===== src/rtl/fifo_burst_reader_if.sv =====
// Bundle between the burst reader and its source FIFOs / packet buffer.
// master = reader side, slave = FIFO/buffer side.
interface fifo_burst_reader_if #(
  parameter int NCH    = 5,
  parameter int ADDR_W = $clog2(NCH)
);
  logic              full;
  logic [NCH-1:0]    empty;
  logic              eth_en;
  logic [NCH-1:0]    rd_en;
  logic [ADDR_W-1:0] addr;
  logic              burst_done;

  modport master (
    input  full,
    input  empty,
    output eth_en,
    output rd_en,
    output addr,
    output burst_done
  );

  modport slave (
    output full,
    output empty,
    input  eth_en,
    input  rd_en,
    input  addr,
    input  burst_done
  );
endinterface


===== src/rtl/fifo_burst_reader.sv =====
// Bursty multi-channel FIFO drainer: READ bursts separated by PAUSE gaps.
// Define FIFO_BURST_READER_RR_EN for round-robin, else fixed priority.
module fifo_burst_reader #(
  parameter int NCH       = 5,
  parameter int BURST_LEN = 1024,
  parameter int PAUSE_LEN = 8192,
  parameter int CNT_W     = 16,
  parameter int ADDR_W    = $clog2(NCH)
) (
  input logic            clk,
  input logic            rstn,
  fifo_burst_reader_if.master bus
);

  localparam logic [1:0] IDLE  = 2'd0;
  localparam logic [1:0] READ  = 2'd1;
  localparam logic [1:0] PAUSE = 2'd2;

  localparam logic [CNT_W-1:0] BURST_END =
    CNT_W'(BURST_LEN - 1);
  localparam logic [CNT_W-1:0] PAUSE_END =
    CNT_W'(PAUSE_LEN - 1);

  logic [1:0]        state;
  logic [CNT_W-1:0]  cnt;
  logic              any_data;
  logic              sel_vld;
  logic [ADDR_W-1:0] sel_idx;

  assign any_data = ~&bus.empty;

`ifdef FIFO_BURST_READER_RR_EN
  logic [ADDR_W-1:0] ptr;
  int unsigned       rr_j;

  always_comb begin
    sel_vld = 1'b0;
    sel_idx = '0;
    rr_j    = 0;
    for (int i = 0; i < NCH; i++) begin
      rr_j = (int'(ptr) + i) % NCH;
      if (!sel_vld && !bus.empty[rr_j]) begin
        sel_vld = 1'b1;
        sel_idx = ADDR_W'(rr_j);
      end
    end
  end

  always_ff @(posedge clk) begin
    if (!rstn) begin
      ptr <= '0;
    end else if (state == READ && sel_vld) begin
      if (sel_idx == ADDR_W'(NCH - 1))
        ptr <= '0;
      else
        ptr <= sel_idx + 1'b1;
    end
  end
`else
  always_comb begin
    sel_vld = 1'b0;
    sel_idx = '0;
    for (int i = NCH - 1; i >= 0; i--) begin
      if (!bus.empty[i]) begin
        sel_vld = 1'b1;
        sel_idx = ADDR_W'(i);
      end
    end
  end
`endif

  // Loss of data aborts to IDLE ahead of either terminal count.
  always_ff @(posedge clk) begin
    if (!rstn) begin
      state <= IDLE;
      cnt   <= '0;
    end else begin
      unique case (state)
        IDLE: begin
          cnt <= '0;
          if (bus.full && any_data)
            state <= READ;
        end
        READ: begin
          if (!any_data) begin
            state <= IDLE;
            cnt   <= '0;
          end else if (cnt == BURST_END) begin
            state <= PAUSE;
            cnt   <= '0;
          end else begin
            cnt <= cnt + 1'b1;
          end
        end
        PAUSE: begin
          if (!any_data) begin
            state <= IDLE;
            cnt   <= '0;
          end else if (cnt == PAUSE_END) begin
            state <= READ;
            cnt   <= '0;
          end else begin
            cnt <= cnt + 1'b1;
          end
        end
        default: begin
          state <= IDLE;
          cnt   <= '0;
        end
      endcase
    end
  end

  // Outputs are held quiet while reset is asserted.
  always_comb begin
    bus.eth_en     = 1'b0;
    bus.rd_en      = '0;
    bus.addr       = '0;
    bus.burst_done = 1'b0;
    if (rstn) begin
      unique case (state)
        READ: begin
          bus.eth_en = 1'b1;
          if (sel_vld) begin
            bus.rd_en = NCH'(1) << sel_idx;
            bus.addr  = sel_idx;
          end
          bus.burst_done = any_data && (cnt == BURST_END);
        end
        PAUSE: begin
          bus.addr = sel_idx;
        end
        default: begin
          bus.eth_en = 1'b0;
        end
      endcase
    end
  end

endmodule


===== src/flat_wrapper.sv =====
// flat-port wrapper written by rule: the top's interface ports become plain ports
module fifo_burst_reader_flat 
#(
  parameter int NCH       = 5,
  parameter int BURST_LEN = 1024,
  parameter int PAUSE_LEN = 8192,
  parameter int CNT_W     = 16,
  parameter int ADDR_W    = $clog2(NCH)
)
  (clk, rstn, bus_full, bus_empty, bus_eth_en, bus_rd_en, bus_addr, bus_burst_done);
  fifo_burst_reader_if #(.NCH(NCH), .ADDR_W(ADDR_W)) bus_i ();
  input logic clk;
  input logic rstn;
  input wire logic [$bits(bus_i.full)-1:0] bus_full;
  input wire logic [$bits(bus_i.empty)-1:0] bus_empty;
  output wire logic [$bits(bus_i.eth_en)-1:0] bus_eth_en;
  output wire logic [$bits(bus_i.rd_en)-1:0] bus_rd_en;
  output wire logic [$bits(bus_i.addr)-1:0] bus_addr;
  output wire logic [$bits(bus_i.burst_done)-1:0] bus_burst_done;
  assign bus_i.full = bus_full;
  assign bus_i.empty = bus_empty;
  assign bus_eth_en = bus_i.eth_en;
  assign bus_rd_en = bus_i.rd_en;
  assign bus_addr = bus_i.addr;
  assign bus_burst_done = bus_i.burst_done;
  fifo_burst_reader #(.NCH(NCH), .BURST_LEN(BURST_LEN), .PAUSE_LEN(PAUSE_LEN), .CNT_W(CNT_W), .ADDR_W(ADDR_W)) u_core (.clk(clk), .rstn(rstn), .bus(bus_i));
endmodule

===== config.mk =====
export PLATFORM = sky130hd
export DESIGN_NAME = fifo_burst_reader_flat
export DESIGN_NICKNAME = d
export VERILOG_FILES = /design/src/rtl/fifo_burst_reader_if.sv /design/src/rtl/fifo_burst_reader.sv /design/src/flat_wrapper.sv
export SDC_FILE = /design/constraint.sdc
export NUM_CORES = 1
export LEC_CHECK = 0
export ABC_AREA = 1
export BUFFER_PORTS_ARGS = -buffer_cell sky130_fd_sc_hd__buf_2
export CORE_MARGIN = 5
export CORE_UTILIZATION = 49
export DETAILED_ROUTE_END_ITERATION = 8
export GPL_TIMING_DRIVEN = 0
export PLACE_DENSITY = 0.83
export RECOVER_POWER = 50
export SLEW_MARGIN = 15
export SYNTH_ARGS = -nofsm -noshare
export SYNTH_HDL_FRONTEND = slang
export SYNTH_SLANG_ARGS = --single-unit
export TNS_END_PERCENT = 1

===== constraint.sdc =====
create_clock -name clk -period 1.45 [get_ports clk]
set_clock_uncertainty 0.1 [all_clocks]
set_input_delay 0.2175 -clock clk [delete_from_list [all_inputs] [get_ports clk]]
set_output_delay 0.2175 -clock clk [all_outputs]
set_load 0.05 [all_outputs]

==> impl_results.rst <==
.. list-table::
   :header-rows: 1

   * - Metric
     - Value
   * - Worst supply voltage drop on vdd
     - 1.07 mV
   * - Detail-routed via count per cell
     - 5.03
   * - CTS Root Buffer Type
     - clkbuf_4
   * - Clock latency on the worst-skew pair
     - 0.30 ns
   * - HPWL Detailed
     - 1.88 mm
   * - End point of the most critical hold path
     - u_core.state[1]$_SDFFE_PN0P_
   * - Power after layout
     - 1.87 mW
   * - Number of hold-slack violations in the final timing report
     - 0
   * - Ranking of synthesized cells by area
     - dfxtp_1 (34%), nor2_1 (16%), nand2_1 (13%)
   * - Register area share after synthesis
     - 33.6%
   * - X dimension of the die
     - 56.8 µm
   * - Portion of synthesized cell area occupied by the leading cell type
     - 33.6%
   * - Number of synthesized register bits
     - 18
   * - Io pins
     - 18
   * - Fraction of layout instances using a drive strength above 1
     - 40.9%
   * - IO buf count
     - 17
   * - Die footprint
     - 3220 µm²
   * - Post-Synth Simple-Gate Area
     - 40.0%
   * - H-Tree Depth
     - 1
   * - Core outline area
     - 2150 µm²
   * - Critical Path Source Type
     - register
   * - Slew at the pin with the worst max-slew slack
     - 0.555 ns
   * - Leading cell type in the layout, fill and taps excluded
     - nor2_1
   * - Via count of the first global-routing pass
     - 1157
   * - CP Capture Type
     - output port
   * - Most frequent cells in the layout
     - nor2_1 (34), nand2_1 (28), inv_1 (19)
   * - Height of the chip
     - 56.8 µm
   * - Arrival time reported for the critical path endpoint
     - 1.51 ns
   * - Clock tree from TritonCTS
     - done
   * - GRT Resource Usage Total
     - 18.7%
   * - Antenna violations before repair
     - 0
   * - Total length of routed wires
     - 2.92 mm
   * - PwrDens
     - 1180 nW/µm²
   * - Detail Route Antenna Nets
     - 0
   * - Post-synthesis share of cell area spent on xor and xnor gates
     - 4.90%
   * - Non-filler cells, final
     - 231
   * - Portion of netlist area occupied by mux cells
     - 0%
   * - Violated checks
     - setup timing
   * - Setup slack of the most critical reg-to-reg path
     - -0.25 ns
   * - Sum Neg Setup Slack
     - -5.94 ns
   * - Max frequency
     - 546 MHz
   * - Post-placement cell count
     - 215
   * - RSZ-0062 raised after global routing
     - yes
   * - Final setup fails
     - 27
   * - Number of DRC violations after detailed routing
     - 0
   * - Period utilisation layout
     - 126%
   * - Leading area contributor after synthesis
     - dfxtp_1
   * - Number of rows in the core area
     - 17
   * - Count of mapped cells out of synthesis
     - 170
   * - Reg2Reg Depth
     - 12
   * - Avg Synthesized Cell Area
     - 6.31 µm²
   * - Number of stages on the worst hold path
     - 3
   * - Maximum fanout along the worst path
     - 3
   * - Combinational family with the most area after synthesis
     - simple AND/OR/NAND/NOR gates
   * - Clock buffer depth
     - 2
   * - Path class of the lowest-slack min-delay path
     - in -> reg
   * - Final Net Count
     - 217
   * - Post-CTS Hold Fix Bufs
     - 0
   * - Path type of the worst setup path
     - reg -> out
   * - Min Clock Period, post-route
     - 1.83 ns
   * - Outcome
     - finished, violations left
   * - Violation count after the first detailed-routing iteration
     - 21
   * - Post-synthesis adder-cell area fraction
     - 5.83%
   * - Normalized max-slew margin
     - 62.8%
   * - Start point of the worst min-delay path
     - rstn
   * - Clock transition at the register clock pins on the worst setup and hold paths after CTS
     - 0.09 ns
   * - YS warnings
     - 0
   * - Number of detailed-routing iterations run before antenna repair
     - 4
   * - Wire length of the first global-routing pass
     - 4.75 mm
   * - Wire per inst
     - 12.7 µm
   * - Share of the synthesized area in compound gates (AO/OA/AOI/OAI)
     - 5.48%
   * - Number of sinks handled by clock tree synthesis
     - 18
   * - P&R area growth vs syn
     - 48.1%
   * - Number of inserted filler cells in the final layout
     - 142
   * - Data required time at the worst endpoint
     - 1.13 ns
   * - Maximum number of pins on one net before global-route repair
     - 11
   * - Total congestion overflow
     - 0
   * - Syn Nets
     - 183
   * - Total via count after detailed routing
     - 1163
   * - Starting Density
     - 49.9%
   * - Startpoint of the worst register-to-register path
     - u_core.cnt[0]$_SDFF_PN0_
   * - Synth Cell Area
     - 1070 µm²
   * - Worst slack, placed
     - -0.388 ns
   * - Max Transition Viols Final
     - 0
   * - Placer congestion estimate
     - 0.806
   * - N_diodes
     - 0
   * - Endpoint of the worst-slack reg-to-reg timing path
     - u_core.cnt[10]$_SDFF_PN0_
   * - Fin worst setup slack
     - -0.380 ns
   * - Reported max-cap violation count
     - 0
   * - Total clock buffers created by CTS
     - 3
   * - Static leakage
     - 0.693 nW
   * - Distinct cell type count after synthesis
     - 19
## area by class of cell
type                       count  area, µm²  area share [%]
inverter                      26        101            6.38
buffer                         1       15.0           0.946
tap                           28       35.0            2.21
timing repair buffer          29        238            15.0
multi-input combinational    125        792            49.9
sequential                    18        370            23.3
clock buffer                   4       36.3            2.29
## through the flow
stage | instance area [µm²] | hold WS (ns) | util [%]
2_1_floorplan | 1170 | 0.231 | -
3_3_place_gp | 1290 | 0.329 | 60.1
3_5_place_dp | 1290 | 0.346 | 60.1
4_1_cts | 1530 | 0.0736 | 71.1
5_1_grt | 1590 | 0.0725 | 73.9
6_report | 1590 | 0.0787 | 73.9
## report_power, final
part	internal, mW	switching, mW	total [mW]
combinational	0.407	0.579	0.986
clock	0.153	0.152	0.306
sequential	0.540	0.0356	0.575
total	1.10	0.767	1.87
## repair_timing
item                       in CTS  in global routing
gates resized for setup        41                 12
buffers inserted                9                  3
pin swaps                       6                  3
setup endpoints to repair      28                 28
## worst max path at each step
stage                            startpoint                   endpoint  slack [ns]  depth (start not counted)
5_1_grt        u_core.state[0]$_SDFFE_PN0P_                bus_addr[2]       -0.47                          7
6_report       u_core.state[1]$_SDFFE_PN0P_                bus_addr[0]       -0.38                          7
3_5_place_dp       u_core.cnt[0]$_SDFF_PN0_  u_core.cnt[14]$_SDFF_PN0_       -0.39                         11
4_1_cts        u_core.state[0]$_SDFFE_PN0P_                bus_addr[1]       -0.38                          7
3_3_place_gp       u_core.cnt[0]$_SDFF_PN0_  u_core.cnt[13]$_SDFF_PN0_       -0.34                         11
2_1_floorplan  u_core.state[1]$_SDFFE_PN0P_                bus_addr[0]       -0.18                          6
## layer usage
layer	global-route usage (%)	routed length [µm]
met1	17.7	1110
met2	36.5	1640
met3	5.98	121
met4	6.95	58
met5	0	0
## cells by family after synthesis
kind of cell / after synthesis
xor gates and xnor gates: 6
AOI/OAI and AO/OA: 11
and+or+nand+nor: 103
DFF: 18
adders and majority gates: 5
buffers and inverters: 27
## sequential cells by signal, indices dropped and copies added, names as in the netlist
register      cells
u_core.state      2
u_core.cnt       16
## Yosys cell counts, drive strengths merged
cell type	n
ha	5
dfxtp	18
nor3	6
o21ai	4
xor2	4
a21oi	5
a31oi	1
buf	1
a211oi	1
xnor2	2
nand2	39
inv	26
nor2	49
nand4	1
nand3	8
## critical path: stages, from the launching register on
cell and delay (ns):
dfxtp_2 0.33, inv_2 0.08, ha_4 0.15, inv_2 0.05
a21oi_4 0.13, inv_2 0.08, a211oi_4 0.22, buf_6 0.19
No activity file was read; power rests on OpenSTA's default activity.
